### src/rtl/l4_acc_ctrl.sv
// l4_acc_ctrl -- sequencing controller for the layer-4 accumulation RAM
// (64 x DW, accessed as four 16-lane groups at bases 0/16/32/48).
//
// A run clears all four groups, then adds NUM_PASSES sweeps of 16-lane
// partial-sum beats into the RAM with per-lane saturating read-modify-write,
// and finally pulses done.
//
// Ports:
//   clk          rising-edge clock
//   rst_n        asynchronous active-low reset
//   start        run request, honoured only in IDLE
//   in_valid     partial-sum beat valid
//   in_ready     beat accepted this cycle (high throughout ACC)
//   psum         16 signed lanes, lane j -> entry base+j
//   ram_wr       RAM write enable
//   ram_addr_wr  RAM group base address {group, 4'b0000}
//   ram_din      RAM write data (zeros in CLEAR, saturated sums in ACC)
//   ram_dout_wr  combinational RAM read-back of entries base..base+15
//   busy         high in CLEAR or ACC
//   done         one-cycle completion pulse
module l4_acc_ctrl #(
    parameter int NUM_PASSES = 8,
    parameter int DW         = 36
) (
    input  logic                 clk,
    input  logic                 rst_n,
    input  logic                 start,
    input  logic                 in_valid,
    output logic                 in_ready,
    input  logic [15:0][DW-1:0]  psum,
    output logic                 ram_wr,
    output logic [5:0]           ram_addr_wr,
    output logic [15:0][DW-1:0]  ram_din,
    input  logic [15:0][DW-1:0]  ram_dout_wr,
    output logic                 busy,
    output logic                 done
);

    localparam int PW = (NUM_PASSES > 1) ? $clog2(NUM_PASSES) : 1;
    localparam logic [PW-1:0] LAST_PASS = PW'(NUM_PASSES - 1);

    typedef enum logic [1:0] {
        IDLE,
        CLEAR,
        ACC,
        DONE
    } state_t;

    state_t        state;
    logic [1:0]    group;
    logic [PW-1:0] pass;
    logic          accept;

    // Signed add in DW+1 bits; disagreement of the top two bits means the
    // true sum left the DW-bit range, and the carry-out bit gives the sign.
    function automatic logic [DW-1:0] sat_add(input logic [DW-1:0] a,
                                              input logic [DW-1:0] b);
        logic [DW:0] s;
        s = {a[DW-1], a} + {b[DW-1], b};
        if (s[DW] != s[DW-1])
            sat_add = s[DW] ? {1'b1, {(DW-1){1'b0}}} : {1'b0, {(DW-1){1'b1}}};
        else
            sat_add = s[DW-1:0];
    endfunction

    always_ff @(posedge clk or negedge rst_n) begin
        if (!rst_n) begin
            state <= IDLE;
            group <= '0;
            pass  <= '0;
            done  <= 1'b0;
        end else begin
            done <= 1'b0;
            case (state)
                IDLE: begin
                    if (start) begin
                        state <= CLEAR;
                        group <= '0;
                        pass  <= '0;
                    end
                end
                CLEAR: begin
                    // group wraps 3->0 on the last clear write, ready for ACC
                    group <= group + 2'd1;
                    if (group == 2'd3)
                        state <= ACC;
                end
                ACC: begin
                    if (accept) begin
                        group <= group + 2'd1;
                        if (group == 2'd3) begin
                            if (pass == LAST_PASS) begin
                                pass  <= '0;
                                state <= DONE;
                                done  <= 1'b1;
                            end else begin
                                pass <= pass + 1'b1;
                            end
                        end
                    end
                end
                DONE: begin
                    state <= IDLE;
                end
                default: begin
                    state <= IDLE;
                end
            endcase
        end
    end

    always_comb begin
        in_ready    = (state == ACC);
        busy        = (state == CLEAR) || (state == ACC);
        accept      = in_valid && in_ready;
        ram_wr      = (state == CLEAR) || accept;
        ram_addr_wr = {group, 4'b0000};
        ram_din     = '0;
        if (state == ACC) begin
            for (int unsigned j = 0; j < 16; j++)
                ram_din[j] = sat_add(ram_dout_wr[j], psum[j]);
        end
    end

endmodule

### config.mk
export PLATFORM = sky130hd
export DESIGN_NAME = l4_acc_ctrl
export DESIGN_NICKNAME = d
export VERILOG_FILES = /design/src/rtl/l4_acc_ctrl.sv
export SDC_FILE = /design/constraint.sdc
export NUM_CORES = 1
export LEC_CHECK = 0
export BUFFER_PORTS_ARGS = -buffer_cell sky130_fd_sc_hd__clkbuf_2
export CORE_AREA = 2 2 684 686
export CTS_BUF_LIST = sky130_fd_sc_hd__clkbuf_2 sky130_fd_sc_hd__clkbuf_4 sky130_fd_sc_hd__clkbuf_8
export DETAILED_ROUTE_END_ITERATION = 6
export DIE_AREA = 0 0 686 688
export GPL_TIMING_DRIVEN = 0
export PLACE_DENSITY = 0.3
export SYNTH_ARGS = -nofsm -noshare
export SYNTH_HDL_FRONTEND = slang
export SYNTH_SLANG_ARGS = --single-unit
### constraint.sdc
create_clock -name clk -period 7.7 [get_ports clk]
set_input_delay 1.155 -clock clk [delete_from_list [all_inputs] [get_ports clk]]
set_output_delay 1.155 -clock clk [all_outputs]
set_load 0.03 [all_outputs]
Yosys cells after proc, flatten, opt, wreduce, memory -nomap -nowiden
Cells that the tools add are included.
{"block": "totals", "reg_bits": 8, "in_bits": 1156, "out_inout_bits": 586, "elab_cells": 108}
{"block": "op_classes", "addsub": 18, "n_eq_ne": 26, "muxes": 51, "reduce_logical": 9}
{"op": "$mux 36", "count": 32}
{"op": "$add 36x36->37", "count": 16}
{"op": "$mux 576", "count": 1}
{"op": "$ne 1x1->1", "count": 16}
{"op": "$mux 2", "count": 7}
{"op": "$mux 3", "count": 4}
{"op": "$pmux 2 s4", "count": 1}
{"op": "$eq 2x2->1 const B", "count": 3}
{"op": "$ne 2x1->1 const B", "count": 3}
{"op": "$pmux 2 s3", "count": 1}
{"op": "$pmux 3 s2", "count": 1}
{"op": "$reduce_and 5->1", "count": 1}
{"op": "$mux 1", "count": 4}
{"op": "$ne 2x2->1 const B", "count": 2}
{"op": "$reduce_and 4->1", "count": 1}
{"op": "$add 3x1->3 const B", "count": 1}
{"op": "$eq 3x3->1 const B", "count": 1}
{"op": "$reduce_and 3->1", "count": 1}
{"op": "$reduce_bool 3->1", "count": 1}
{"op": "$add 2x1->2 const B", "count": 1}
{"op": "$eq 2x1->1 const B", "count": 1}
{"op": "$logic_not 2->1", "count": 1}
{"op": "$logic_or 1x1->1", "count": 2}
{"op": "$reduce_bool 2->1", "count": 1}
{"op": "$logic_and 1x1->1", "count": 1}

Longest topological paths before layout
{"block": "logic_depth", "depth_word": 5, "mapped_depth": 20, "depth_no_buf": 18}

Worst setup path after synthesis
Ideal clock, no wire load.
{"block": "synth_path", "path_type": "input-to-output", "from": "in psum[72] (netlist name)", "to": "out ram_din[100] (netlist name)", "arrival_ns": 5.635, "t_required_ns": 6.545, "slack_ns": 0.910, "path_stages": 19, "n_path_buf": 1, "cell_sequence": "ha_1 -> fa_1 -> a21o_1 -> a21oi_2 -> o21ai_0 -> a211oi_2 -> a21oi_1 -> a311o_1 -> a221oi_4 -> o211a_1 -> nor2_1 -> o31ai_1 -> ha_1 -> inv_1 -> nor3_1 -> o21ai_1 -> o211a_2 -> clkbuf_1 -> a21boi_0"}
{"item": "from (decl)", "line_no": "30", "source": "input logic [15:0][DW-1:0] psum,"}
{"item": "to (decl)", "line_no": "33", "source": "output logic [15:0][DW-1:0] ram_din,"}

==> metrics <==
crit end category primary output; Synth area leaders ha_1 22%, a21oi_1 9.4%, a21o_1 8.2%; CP Class primary input to primary output; Vias 46631; final hold viol count 0; Max-Cap Viols 0; Total GRT Usage 16.2%; crit-path max FO 10; WP data required 6.55 ns; Yosys cell types 103; relative slew slack 21.4%; Setup Skew 0.00109 ns; Synth Warn # 0; async set-reset flop share out of synthesis 100%; WL met3 43500 µm; Power Dens Cells 204 nW/µm²; endpoints failing setup 0; share of cells above drive strength 1 29.8%; maximum vdd drop 0.113 mV; commonest cells in the netlist 646 x a21oi_1, 613 x ha_1, 373 x a21o_1; FF+latch count, synth 8; initial core utilization 7.36%; CTS root buf clkbuf_8; top metal layer carrying routed signals met5; vias in the first global route 44170; Die W 686 µm; Worst-Skew Late Latency 0.23 ns; TritonRoute pass-1 iters 6; num rows 251; most common cell in the synthesized netlist a21oi_1; top cell type's share of synthesized area 22.4%; Synth Instances 4791; DRC viols 0; Main synth FF type dfrtp_1; Pleak 24.1 nW; run status finished, final reports clean; Yosys top cell by area ha_1; final slew viol count 0; routability cong. 0.973; # IOs 1742; WL per Instance 31.4 µm; Worst Path Arrival 6.36 ns; Core Region 465000 µm²; wire length on met2 187000 µm; Reg clk slew, reported paths 0.04 ns; Startpoint Class primary input; crit share post-route 97.7%; clock tree buffer depth 2; Hold WS 0.506 ns; final core utilization 11.1%; measured slew at the worst slew-check pin 1.18 ns; nets 8339; DRT antenna net count 0; global-route wire length before repair 495000 µm; CTS Hold Bufs 0; die footprint 472000 µm²; dpl hpwl 383000 µm; DRT iter0 DRCs 3228; Vias/cell 3.62; met1 WL 159000 µm; Syn Area/Cell 7.15 µm²; Seq/Total Area, Yosys 0.585%; Post-Route WL 404000 µm; fill count 55051; fmax 133 MHz; worst hold path type flip-flop to flip-flop; Mapped Area 34200 µm²; Tmin final 7.52 ns; die height 688 µm; initial antenna violation count 425; largest net degree at the start of global routing 11; H-tree Lvls 1; Port-buffer cells 1737; worst hold path depth 1; synthesis-to-layout area growth 50.9%; CTS buffer count 3; global route total overflow 0; R2R depth 11; CTS tree built; number of synthesized flops with an enable pin 0; clk sinks 8
-- cell usage in the layout (no fill, tap or decap), types with 91 or more instances in the layout --
cell type and n:
ha_1 611, clkbuf_1 132, inv_1 161, xor2_1 256, o21a_1 181, o21ai_0 239
nor2_1 257, nand3_1 130, clkbuf_2 1747, a21o_1 373, nand2_1 249, o21bai_1 91
diode_2 137, xnor2_1 258, a21boi_0 206, a21oi_1 640
-- flip-flops by register name, summed over array words and instances, names as in the netlist --
signal,count
done,1
group,2
pass,3
state,2
-- area by class of cell --
| class | instances | area, µm² | area share (%) |
|---|---|---|---|
| multi-input combinational | 4422 | 32800 | 63.5 |
| timing repair buffer | 1759 | 9000 | 17.4 |
| tap | 6198 | 7750 | 15.0 |
| buffer | 195 | 875 | 1.69 |
| inverter | 165 | 627 | 1.21 |
| antenna | 137 | 343 | 0.664 |
| sequential | 8 | 200 | 0.387 |
| clock buffer | 3 | 41.3 | 0.0799 |
-- report_power, final --
part | internal [W] | leakage, nW | switching [W] | total (W)
logic | 0.00291 | 24.0 | 0.00752 | 0.0104
registers | 0.0000583 | 0.105 | 0.0000109 | 0.0000693
clock network | 0.0000339 | 0.0224 | 0.0000173 | 0.0000512
total | 0.00301 | 24.1 | 0.00754 | 0.0106
-- routing by layer --
| metal | vias up | track usage (%) |
|---|---|---|
| met5 | - | 0.276 |
| met3 | 680 | 7.08 |
| li1 | 21631 | - |
| met2 | 2087 | 27.2 |
| met1 | 22013 | 18.9 |
| met4 | 220 | 3.72 |
-- stage by stage --
step	area [µm²]	power, W	TNS, ns	setup WS, ns	instances
after global placement	50700	0.0105	-761.76	-7.39	12729
after CTS	51200	0.0107	0	0.00398	12746
after detailed placement	50900	0.0105	-132.42	-2.42	12737
final	51700	0.0106	0	0.180	12887
after floorplan	34300	0.00599	0	0.910	4794
after global routing	51500	0.0112	-0.0231	-0.0108	12804
-- kinds of logic (layout without fill, tap and decap cells) --
group                    after synthesis  count (layout)  share of synthesized area (%)
AND/OR/NAND/NOR                     1060            1060                           15.3
other                                  1             141                         0.0109
adder cells (fa/ha/maj)              629             629                           23.3
multiplexers                          12              12                          0.358
buffers and inverters                364            2122                           4.34
XOR/XNOR                             514             514                           13.1
AO/OA/AOI/OAI                       2203            2203                           42.9
flip-flops                             8               8                          0.585
-- worst paths after layout --
path                                           start              endpoint  slack [ns]
worst max-delay path                        psum[46]           ram_din[41]        0.18
worst min-delay path             pass[1]$_DFFE_PN0P_   pass[1]$_DFFE_PN0P_        0.51
worst max register to register  state[0]$_DFFE_PN0P_  group[0]$_DFFE_PN0P_        3.96
worst min register to register   pass[1]$_DFFE_PN0P_   pass[1]$_DFFE_PN0P_        0.51
max in group asynchronous                      rst_n  group[0]$_DFFE_PN0P_        6.72
min in group asynchronous                      rst_n   pass[1]$_DFFE_PN0P_        0.78
-- critical path: stages --
cell and delay, ns:
clkbuf_2 0.17, ha_1 0.43, nand2_1 0.18, nor2_1 0.18
nand2_1 0.07, o21ai_0 0.40, o21ai_1 0.25, o31a_1 0.32
o21ai_1 0.30, o21ai_0 0.16, o21ai_0 0.24, a21oi_1 0.15
xnor2_1 0.15, ha_1 0.27, clkbuf_1 0.33, inv_1 0.19
clkbuf_1 0.22, a21boi_0 0.78, clkbuf_2 0.38
-- what timing repair did --
item                       in CTS  in global routing
setup endpoints to repair     173                173
resized for setup              66                 44
buffers inserted                7                  7
pin swaps                       2                  4
Note: power is estimated with default switching activity, not from simulation.
